**config.mk**
```make
export PLATFORM = sky130hd
export DESIGN_NAME = fetch_stage
export DESIGN_NICKNAME = d
export VERILOG_FILES = /design/src/rtl/fetch_stage.sv
export SDC_FILE = /design/constraint.sdc
export NUM_CORES = 1
export LEC_CHECK = 0
export ABC_AREA = 1
export BUFFER_PORTS_ARGS = -buffer_cell sky130_fd_sc_hd__buf_2
export CAP_MARGIN = 25
export CORE_ASPECT_RATIO = 0.7
export CORE_MARGIN = 2
export CORE_UTILIZATION = 30
export DETAILED_ROUTE_END_ITERATION = 16
export MAX_ROUTING_LAYER = met4
export SLEW_MARGIN = 20
export SYNTH_ARGS = -nofsm -noshare
export SYNTH_HDL_FRONTEND = slang
export SYNTH_SLANG_ARGS = --single-unit
export TNS_END_PERCENT = 5
```
**constraint.sdc**
```tcl
create_clock -name clk -period 1.5 [get_ports clk]
set_input_delay 0.3 -clock clk [delete_from_list [all_inputs] [get_ports clk]]
set_output_delay 0.3 -clock clk [all_outputs]
set_load 0.05 [all_outputs]
```
**src/rtl/fetch_stage.sv**
```systemverilog
// Instruction fetch stage for the pipelined RV32I core.
// Owns the PC, drives the instruction memory address and captures the
// returned word into the IF/ID pipeline register. Downstream logic can
// stall, flush or redirect the stage. A BOOT/RUN/HALT FSM inserts one
// bubble after reset and freezes the stage on halt or a misaligned target.

module fetch_stage #(
    parameter int unsigned                ADDRESS_WIDTH = 32,
    parameter int unsigned                INSTR_WIDTH   = 32,
    parameter logic [ADDRESS_WIDTH-1:0]   RESET_PC      = '0,
    parameter logic [INSTR_WIDTH-1:0]     NOP_INSTR     = 32'h0000_0013,
    parameter int unsigned                COUNT_WIDTH   = 32
) (
    input  logic                     clk,
    input  logic                     rst_n,
    input  logic                     stall_i,
    input  logic                     flush_i,
    input  logic                     redirect_i,
    input  logic [ADDRESS_WIDTH-1:0] redirect_pc_i,
    input  logic                     halt_i,
    output logic [ADDRESS_WIDTH-1:0] imem_addr_o,
    input  logic [INSTR_WIDTH-1:0]   imem_rdata_i,
    output logic [INSTR_WIDTH-1:0]   if_id_instr_o,
    output logic [ADDRESS_WIDTH-1:0] if_id_pc_o,
    output logic [ADDRESS_WIDTH-1:0] if_id_pc_plus4_o,
    output logic                     if_id_valid_o,
    output logic                     misalign_o,
    output logic [COUNT_WIDTH-1:0]   fetch_count_o
);

    typedef enum logic [1:0] {
        StBoot = 2'b00,
        StRun  = 2'b01,
        StHalt = 2'b10
    } state_e;

    state_e                   state_q;
    logic [ADDRESS_WIDTH-1:0] pc_q;
    logic [ADDRESS_WIDTH-1:0] pc_plus4;
    logic                     target_misaligned;

    // Sequential PC increment; wraps naturally at 2^ADDRESS_WIDTH.
    always_comb begin
        pc_plus4          = pc_q + ADDRESS_WIDTH'(4);
        target_misaligned = (redirect_pc_i[1:0] != 2'b00);
        imem_addr_o       = pc_q;
    end

    // Control FSM plus PC, IF/ID register, misalign flag and fetch counter.
    always_ff @(posedge clk or negedge rst_n) begin
        if (!rst_n) begin
            state_q          <= StBoot;
            pc_q             <= RESET_PC;
            if_id_instr_o    <= NOP_INSTR;
            if_id_pc_o       <= '0;
            if_id_pc_plus4_o <= '0;
            if_id_valid_o    <= 1'b0;
            misalign_o       <= 1'b0;
            fetch_count_o    <= '0;
        end else begin
            unique case (state_q)
                StBoot: begin
                    // One bubble after reset; memory output is ignored.
                    state_q <= StRun;
                end
                StRun: begin
                    if (halt_i) begin
                        state_q       <= StHalt;
                        if_id_instr_o <= NOP_INSTR;
                        if_id_valid_o <= 1'b0;
                    end else if (redirect_i && target_misaligned) begin
                        // Bad target: freeze the stage rather than fetch garbage.
                        misalign_o    <= 1'b1;
                        state_q       <= StHalt;
                        if_id_instr_o <= NOP_INSTR;
                        if_id_valid_o <= 1'b0;
                    end else if (redirect_i) begin
                        // Redirect wins over stall for both PC and IF/ID.
                        pc_q          <= redirect_pc_i;
                        if_id_instr_o <= NOP_INSTR;
                        if_id_valid_o <= 1'b0;
                    end else if (flush_i) begin
                        if_id_instr_o <= NOP_INSTR;
                        if_id_valid_o <= 1'b0;
                        if (!stall_i) begin
                            pc_q <= pc_plus4;
                        end
                    end else if (!stall_i) begin
                        if_id_instr_o    <= imem_rdata_i;
                        if_id_pc_o       <= pc_q;
                        if_id_pc_plus4_o <= pc_plus4;
                        if_id_valid_o    <= 1'b1;
                        pc_q             <= pc_plus4;
                        fetch_count_o    <= fetch_count_o + COUNT_WIDTH'(1);
                    end
                end
                StHalt: begin
                    // Frozen until reset; keep presenting a bubble.
                    if_id_instr_o <= NOP_INSTR;
                    if_id_valid_o <= 1'b0;
                end
                default: begin
                    state_q       <= StHalt;
                    if_id_instr_o <= NOP_INSTR;
                    if_id_valid_o <= 1'b0;
                end
            endcase
        end
    end

endmodule

```
==> results of run 1 <==
[area by class of cell]
type | count | area [um2] | area share, %
clock buffer | 17 | 425 | 3.70
clock inverter | 15 | 219 | 1.90
inverter | 63 | 240 | 2.09
multi-input combinational | 778 | 3700 | 32.2
sequential | 162 | 4090 | 35.6
tap | 357 | 447 | 3.88
timing repair buffer | 339 | 2370 | 20.6
[path summary, 6_finish.rpt]
path                                     end  depth (start not counted)              from  slack, ps
hold reg to reg                if_id_valid_o                          2     if_id_valid_o        460
min in group asynchronous  fetch_count_o[13]                          2             rst_n        320
setup reg to reg             imem_addr_o[30]                         10    imem_addr_o[2]        -80
hold / removal             if_id_instr_o[22]                          3  imem_rdata_i[22]         60
max in group asynchronous     imem_addr_o[7]                          3             rst_n        560
setup / recovery             imem_addr_o[30]                         10    imem_addr_o[2]        -80
[where the power goes]
group          internal, mW  switching, mW  leakage [nW]  total, mW
Combinational          1.90           3.63          3.60       5.52
Clock                  2.85           2.03         0.316       4.87
Sequential             4.86          0.419          2.12       5.27
Total                  9.60           6.07          6.04       15.7
[metal layers]
metal  vias to the layer above  GRT usage [%]
li1                       3887              -
met1                      3668           27.1
met2                       279           27.8
met3                        17           5.71
met4                         0           4.67
met5                         -              -
[state kept, by name, summed over array words and instances, names as in the netlist]
signal            count
imem_addr_o          32
if_id_valid_o         1
if_id_pc_o           32
fetch_count_o        32
if_id_instr_o        32
state_q               2
if_id_pc_plus4_o     30
misalign_o            1
[layout by cell type (no fill, tap or decap), types with 3 or more instances in the layout]
| cell type | count |
|---|---|
| nand2_1 | 420 |
| buf_2 | 184 |
| dfrtp_1 | 133 |
| nor2_1 | 113 |
| buf_4 | 98 |
| inv_1 | 59 |
| o21ai_0 | 53 |
| buf_6 | 42 |
| nand3_1 | 41 |
| nor2_2 | 39 |
| dfrtp_2 | 26 |
| xor2_1 | 18 |
| clkbuf_16 | 18 |
| nor2_4 | 16 |
| nand2_2 | 11 |
| a31oi_1 | 11 |
| o21ai_1 | 8 |
| nand3b_1 | 8 |
| inv_6 | 7 |
| buf_12 | 7 |
| xnor2_1 | 6 |
| o21ai_2 | 4 |
| nand3_2 | 4 |
| o211ai_1 | 4 |
| nand2_4 | 4 |
| bufinv_16 | 4 |
| nand4_1 | 3 |
| clkinv_4 | 3 |
| dfstp_2 | 3 |
| buf_8 | 3 |
| clkbuf_4 | 3 |
[stage by stage]
stage / util (%) / setup TNS [ps] / cells / total power, mW
final: 44.5 / -538 / 1731 / 15.7
after global routing: 44.5 / -4860 / 1731 / 16.4
after CTS: 43.3 / -707 / 1726 / 15.6
after detailed placement: 39.7 / -939 / 1691 / 10.2
after global placement: 39.7 / -727 / 1691 / 10.2
after floorplan: - / -1930 / 1043 / 8.27
[what timing repair did]
item                                    CTS  global route
hold endpoints to repair                 21             0
buffers inserted                          2             4
pin swaps                                 2            16
gates cloned                              0             1
resized for setup                        87            88
hold buffers                              1             0
endpoints found under the setup margin   85           136
[cells in the mapped netlist, types with 2 or more instances]
cell type / n / area share (%)
nand2_2: 5 / 0.39
xnor2_1: 6 / 0.66
nor2_4: 3 / 0.43
nand3b_1: 8 / 0.76
inv_1: 61 / 2.9
nand3_1: 45 / 2.8
dfstp_2: 3 / 0.99
o21ai_0: 61 / 3.9
ha_1: 2 / 0.32
dfrtp_1: 159 / 50
nor3_1: 2 / 0.13
clkbuf_1: 6 / 0.28
buf_6: 3 / 0.43
nor2_1: 151 / 7.2
xor2_1: 20 / 2.2
nor2_2: 14 / 1.1
a31oi_1: 11 / 0.87
nor3_2: 2 / 0.25
o211ai_1: 4 / 0.38
buf_2: 22 / 1.4
buf_1: 3 / 0.14
nand2_1: 430 / 20
o21ai_1: 3 / 0.19
nand4_1: 3 / 0.24
buf_4: 6 / 0.57
[worst max-delay path, cell delays in order, from the launching register on]
cell and delay, ps:
dfrtp_2 410, ha_4 170, nand2_4 60, nor2_4 150, nand2_4 120, nor2_2 210
nand2_1 90, nand2_1 80, nand3_1 60, nand2_1 70, nand2_1 40
[kinds of logic after synthesis]
family,count (synthesis)
compound gates,84
xor+xnor,26
fa+ha+maj,2
buf+inv,103
flops,162
simple gates,666
==> flow_metrics.py, run 1 <==
metrics = {
    "status": {
        "status": "finished, violations left",
        "violations": "negative setup slack",
    },
    "run": {
        "maxCapViolCount": 0,
    },
    "floorplan": {
        "rows": 49,
        "die_y_um": 140,
        "die_area_um2": 27800,
        "ios": 232,
        "coreArea_um2": 25800,
        "die_x_um": 198,
        "start_util_pct": 30.7,
    },
    "clocking": {
        "cts-root-buf": "clkbuf_16",
        "cts_buffers": 17,
        "clock_latency_ps": 440,
        "cts_sinks": 162,
        "cts_buffer_depth": 2,
        "cts.htree.levels": 4,
        "cts_tree": "yes",
        "clkTransAtPathRegs_ps": 80,
    },
    "worst_hold_path": {
        "hold_class": "in -> reg",
    },
    "finish": {
        "finalInstanceArea_um2": 11500,
        "n_antenna_cell": 0,
        "final_nets": 1433,
        "fillers": 2599,
        "drive_above_1_share_pct": 35.7,
        "areaGrowthSynthToFinish_pct": 45.1,
    },
    "yosys": {
        "synth-xor-area-share_pct": 2.87,
        "yosysWarnings": 0,
        "synth-seq-cells": 162,
        "synth_cells": 1043,
        "synth_nets": 1115,
        "synth_compound_area_share_pct": 5.84,
        "synthArstFlopShare_pct": 100,
        "synth_edf_count": 0,
        "synthSimpleGateAreaFrac_pct": 34.0,
        "yosys-mux-area-fraction_pct": 0,
        "synth_ff_type": "dfrtp_1",
        "synth_adder_area_share_pct": 0.316,
        "yosysSeqAreaShare_pct": 51.2,
        "synth.distinct_cells": 35,
        "syn_area_um2": 7930,
        "synth_top_family_by_area": "simple AND/OR/NAND/NOR gates",
        "avgSynthCellArea_um2": 7.60,
    },
    "drt": {
        "dr.pass1.iters": 6,
        "wl_met1_um": 12800,
        "drc": 0,
        "ant_nets": 0,
        "met2_length_um": 11400,
        "routed.top_layer": "met4",
        "viasPerCell": 4.54,
        "wl_met3_um": 2020,
        "wire_per_inst_um": 15.3,
        "vias": 7851,
        "wirelength_um": 26500,
        "drt_iter0_markers": 466,
    },
    "power": {
        "leakagePower_nw": 6.04,
        "max-vdd-ir-drop_uv": 949,
        "powerDensity_nw_per_um2": 1360,
    },
    "critical_path": {
        "endpoint_kind": "register",
        "critPathKind": "reg -> reg",
        "arrival_ps": 1910,
        "cp-start-kind": "register",
        "cp.required_ps": 1830,
        "cp_max_fo": 5,
    },
    "sta": {
        "setup_viol_count_final": 19,
        "hold_ws_ps": 57.3,
        "fin_worst_skew_ps": 13.7,
        "hold_viol": 0,
        "slew_violations": 0,
        "fmax_mhz": 634,
        "finalCritPeriodShare_pct": 105,
        "tightest_slew_ps": 391,
        "period_needed_ps": 1580,
        "grt_setup_unrepaired": "true",
        "setup_slack_ps": -76.9,
        "slew-limit-headroom_pct": 74.0,
    },
    "global_route": {
        "antenna_found_initial": 0,
        "grt_usage_pct": 19.5,
        "grt_pass1_wl_um": 40600,
        "first_global_vias": 7429,
        "overflow": 0,
        "grt_start_max_net_pins": 58,
    },
    "place": {
        "hpwl_um": 19500,
        "place_ws_ps": -94.1,
        "routabilityCongestion": 0.878,
        "place_area_um2": 10200,
        "numPortBuffers": 231,
    },
}
(Power assumes the default switching activity.)
==> run 2: changes to the inputs <==
Settings changed: CELL_PAD_IN_SITES_DETAIL_PLACEMENT from default to 0, CELL_PAD_IN_SITES_GLOBAL_PLACEMENT from default to 1, PLACE_DENSITY_LB_ADDON from default to 0.1.
Clock period 1.5 ns to 1.3 ns, I/O delays scaled along.
==> flow_metrics.py, run 2 (synthesis gave the netlist of run 1 again) <==
metrics = {
    "floorplan": {
        "start_util_pct": 30.7,
        "rows": 49,
        "die_area_um2": 27800,
        "coreArea_um2": 25800,
        "ios": 232,
        "die_x_um": 198,
        "die_y_um": 140,
    },
    "sta": {
        "slew_violations": 0,
        "hold_ws_ps": 22.6,
        "setup_viol_count_final": 207,
        "setup_slack_ps": -282,
        "grt_setup_unrepaired": "true",
        "hold_viol": 0,
        "tightest_slew_ps": 392,
        "fmax_mhz": 632,
        "fin_worst_skew_ps": 8.55,
        "period_needed_ps": 1580,
        "slew-limit-headroom_pct": 73.9,
        "fin_setup_tns_ps": -22700,
        "finalCritPeriodShare_pct": 122,
    },
    "critical_path": {
        "r2r_slack_ps": -280,
        "r2r_start": "imem_addr_o[2]",
        "cp_max_fo": 6,
        "arrival_ps": 1920,
        "reg2reg_depth": 11,
        "endpoint_kind": "register",
        "cp.required_ps": 1640,
        "cp-start-kind": "register",
        "r2r-end": "imem_addr_o[26]",
        "critPathKind": "reg -> reg",
    },
    "place": {
        "place_ws_ps": -250,
        "hpwl_um": 21500,
        "routabilityCongestion": 0.846,
        "numPortBuffers": 231,
    },
    "finish": {
        "final_cell_mix": "410 x nand2_1, 173 x buf_6, 134 x dfrtp_1",
        "areaGrowthSynthToFinish_pct": 70.5,
        "final_nets": 1525,
        "layout_commonest_cell": "nand2_1",
        "drive_above_1_share_pct": 41.0,
    },
    "power": {
        "powerDensity_nw_per_um2": 1400,
        "leakagePower_nw": 6.72,
        "max-vdd-ir-drop_uv": 934,
    },
    "global_route": {
        "grt_start_max_net_pins": 54,
        "grt_pass1_wl_um": 45100,
        "first_global_vias": 7954,
        "grt_usage_pct": 22.0,
        "antenna_found_initial": 1,
        "overflow": 0,
    },
    "drt": {
        "drc": 0,
        "ant_nets": 0,
        "wirelength_um": 29100,
        "dr.pass1.iters": 4,
        "drt_iter0_markers": 429,
        "vias": 8142,
        "viasPerCell": 4.46,
        "wire_per_inst_um": 15.9,
    },
    "clocking": {
        "cts_buffers": 17,
        "clock_latency_ps": 440,
        "cts_buffer_depth": 2,
        "clkTransAtPathRegs_ps": 70,
        "cts_sinks": 162,
        "cts_tree": "yes",
        "cts.htree.levels": 4,
        "cts-root-buf": "clkbuf_16",
    },
    "worst_hold_path": {
        "worstHoldStart": "imem_rdata_i[12]",
        "hold_class": "in -> reg",
        "whs_endpoint": "if_id_instr_o[12]",
        "whs_path_depth": 3,
    },
    "status": {
        "violations": "negative setup slack",
        "status": "finished, violations left",
    },
    "run": {
        "maxCapViolCount": 0,
    },
}
run 2: cell types whose count changed in the layout (fill, tap and decap cells not counted), sizes merged:
cell,previous run,this run
buf,334,426
inv,70,62
clkinvlp,0,3
dlygate4sd3,1,4
clkbuf,21,23
bufbuf,0,1
bufinv,4,3
diode,0,1
run 2: area by class of cell:
type                            instances  area (um2)
Clock buffer                           23         458
Sequential cell                       162        4090
Tap cell                              357         447
Antenna cell                            1        2.50
Clock inverter                          9         131
Multi-Input combinational cell        778        3880
Inverter                               63         240
Timing Repair Buffer                  431        4260
Fill cell                            2508       12300
run 2: how the worst max path moves through the flow:
stage / start / endpoint / slack, ps / depth (start not counted)
after CTS: imem_addr_o[3] / imem_addr_o[24] / -230 / 10
after global placement: imem_addr_o[14] / imem_addr_o[31] / -270 / 9
after global routing: imem_addr_o[2] / imem_addr_o[28] / -380 / 10
after floorplan: fetch_count_o[0] / fetch_count_o[24] / -290 / 8
final: imem_addr_o[2] / imem_addr_o[26] / -280 / 11
after detailed placement: state_q[1] / if_id_pc_plus4_o[20] / -250 / 7
run 2: critical path, cell delays in order (launching register included):
cell	delay (ps)
dfrtp_2	410
ha_4	170
nand2_4	50
nor2_4	150
nand2_4	120
buf_4	160
nor2_4	100
nand2_1	60
nand2_1	70
nand3_1	70
nand2_1	70
nand2_1	40
run 2: per-layer routing:
layer  wire length, um  vias to the layer above  global-route usage, %
li1                  -                     4084                      -
met2             11900                      203                   29.9
met1             15300                     3836                   32.6
met5                 0                        -                      -
met3              1640                       19                   5.25
met4               280                        0                   5.10
run 2: metrics by stage:
step	instance area, um2	total power, mW	std cells	util, %
finish	13500	18.9	1824	52.4
global route	13500	19.9	1824	52.4
CTS	12900	18.5	1815	49.9
detailed placement	10900	12.3	1769	42.3
global placement	10900	12.3	1769	42.3
floorplan	8010	9.54	1043	-
run 2: where the power goes:
group / switching [mW] / internal [mW] / leakage [nW]
sequential: 0.572 / 5.61 / 2.13
clock: 2.14 / 3.07 / 0.277
combinational: 4.45 / 3.10 / 4.31
total: 7.16 / 11.8 / 6.72
run 2: timing repair:
item | CTS | global route
pin swaps | 22 | 33
endpoints found under the setup margin | 312 | 301
buffers inserted | 7 | 8
hold buffers | 4 | 0
resized for setup | 382 | 161
hold endpoints to repair | 23 | 0
gates cloned | 3 | 0
==> run 3: changes to the inputs <==
Settings changed: SETUP_SLACK_MARGIN from default to 0.4.
==> flow_metrics.py, run 3 (synthesis gave the netlist of run 1 again) <==
metrics = {
    "status": {
        "status": "finished, violations left",
        "violations": "negative setup slack",
    },
    "sta": {
        "hold_viol": 0,
        "finalCritPeriodShare_pct": 124,
        "fmax_mhz": 620,
        "hold_ws_ps": 18.8,
        "period_needed_ps": 1610,
        "tightest_slew_ps": 383,
        "setup_slack_ps": -314,
        "slew_violations": 0,
        "setup_viol_count_final": 217,
        "slew-limit-headroom_pct": 74.2,
        "fin_worst_skew_ps": 15.7,
        "fin_setup_tns_ps": -27930,
        "grt_setup_unrepaired": "true",
    },
    "critical_path": {
        "endpoint_kind": "register",
        "cpPeakStageDelay_ps": 400,
        "r2r-end": "imem_addr_o[24]",
        "cpLargestDelayFamily": "simple AND/OR/NAND/NOR gates",
        "r2r_start": "imem_addr_o[2]",
        "path_cells": "ha_4 -> nand2_4 -> nor2_4 -> nand2_4 -> nor2_4 -> buf_4 -> nand3_1 -> nand3_1 -> nand2_1 -> nand2_1",
        "r2r_slack_ps": -310,
        "arrival_ps": 1980,
        "reg2reg_depth": 10,
        "critPathKind": "reg -> reg",
        "cp.required_ps": 1670,
        "critPathSlowestCell": "dfrtp_2",
        "cp-start-kind": "register",
        "critPathBufInv": 1,
        "cp_max_fo": 6,
    },
    "drt": {
        "drc": 0,
        "wirelength_um": 29000,
        "drt_iter0_markers": 373,
        "ant_nets": 0,
        "viasPerCell": 4.44,
        "dr.pass1.iters": 5,
        "wire_per_inst_um": 16.0,
        "vias": 8068,
    },
    "power": {
        "p_int_mw": 12.0,
        "max-vdd-ir-drop_uv": 891,
        "pwr-share-comb_pct": 39.9,
        "clockPowerShare_pct": 28.0,
        "swShare_pct": 37.6,
        "powerDensity_nw_per_um2": 1430,
        "power.switching_mw": 7.22,
        "report.power.total_mw": 19.2,
        "power_frac_seq_pct": 32.2,
        "leakagePower_nw": 6.75,
    },
    "global_route": {
        "grt_usage_pct": 21.8,
        "use_met3_pct": 4.65,
        "first_global_vias": 7852,
        "overflow": 0,
        "grtUsageMet2_pct": 29.3,
        "grt_pass1_wl_um": 45000,
        "antenna_found_initial": 2,
        "use_met1_pct": 33.4,
        "grt_start_max_net_pins": 39,
        "top_usage_layer": "met1",
    },
    "finish": {
        "layout_commonest_cell": "nand2_1",
        "final_cells": 1817,
        "final_nets": 1517,
        "areaGrowthSynthToFinish_pct": 69.3,
        "drive_above_1_share_pct": 41.6,
        "utilization_pct": 52.0,
        "finalInstanceArea_um2": 13400,
        "final_cell_mix": "397 x nand2_1, 172 x buf_6, 130 x dfrtp_1, 130 x buf_4, 105 x nor2_1",
    },
    "floorplan": {
        "die_area_um2": 27800,
        "ios": 232,
        "rows": 49,
        "die_y_um": 140,
        "coreArea_um2": 25800,
        "start_util_pct": 30.7,
        "die_x_um": 198,
    },
    "place": {
        "numPortBuffers": 231,
        "hpwl_um": 21500,
        "place_ws_ps": -255,
        "routabilityCongestion": 0.807,
        "place_inst": 1768,
        "place_area_um2": 10900,
    },
    "clocking": {
        "cts_buffer_depth": 2,
        "cts.htree.levels": 4,
        "clock_latency_ps": 440,
        "cts_tree": "yes",
        "clkTransAtPathRegs_ps": 60,
        "cts-root-buf": "clkbuf_16",
        "cts_sinks": 162,
        "cts_buffers": 17,
    },
    "worst_hold_path": {
        "hold_class": "in -> reg",
        "whs_endpoint": "if_id_instr_o[25]",
        "whs_path_depth": 3,
        "worstHoldStart": "imem_rdata_i[25]",
    },
    "run": {
        "maxCapViolCount": 0,
    },
}
## run 3: cell types whose count changed in the layout (fill, tap and decap cells not counted), moves of 5 or more
cell	before	now
nand2_1	410	397
o21ai_1	17	29
o21ai_0	40	30
nand2_2	20	27
nand2_4	5	10
## run 3: cell type report
class / count / area [um2]
repair buffers: 423 / 4160
clock inverters: 9 / 130
inverters: 63 / 240
flip-flops and latches: 162 / 4090
multi-input cells: 778 / 3860
fillers: 2511 / 12400
clock buffers: 23 / 478
well taps: 357 / 447
diodes: 2 / 5.00
## run 3: worst max-delay path by stage
stage / depth (start not counted) / slack [ps] / start / end
final: 10 / -310 / imem_addr_o[2] / imem_addr_o[24]
after global placement: 9 / -240 / imem_addr_o[16] / imem_addr_o[22]
after CTS: 10 / -250 / imem_addr_o[3] / imem_addr_o[24]
after floorplan: 8 / -290 / fetch_count_o[0] / fetch_count_o[24]
after global routing: 10 / -410 / imem_addr_o[2] / imem_addr_o[28]
after detailed placement: 9 / -250 / state_q[1] / if_id_instr_o[3]
## run 3: timing repair
action / in CTS / in global routing
cloned: 1 / 1
gates resized for setup: 404 / 152
buffers inserted: 3 / 9
pin swaps: 5 / 40
endpoints found under the hold margin: 21 / 0
endpoints found under the setup margin: 324 / 360
hold buffers: 1 / 0
## run 3: layer usage
layer  routed length, um  vias up  share of wire (%)
met3                1540       12                5.3
li1                    -     4071                  -
met2               11900      203                 41
met5                   0        -                  0
met4                 199        0               0.69
met1               15400     3782                 53
## run 3: power by group through the flow
stage	combinational [mW]	clock (mW)	sequential (mW)
after global placement	6.01	0	6.17
final	7.65	5.36	6.17
after CTS	7.17	5.47	6.13
after floorplan	1.65	0	7.89
after detailed placement	6.00	0	6.16
after global routing	8.16	5.69	6.23
## run 3: tightest hold or removal path: cells and delay by family
kind,cells,cell delay (ps)
buffers and inverters,1,80
AND/OR/NAND/NOR,2,80
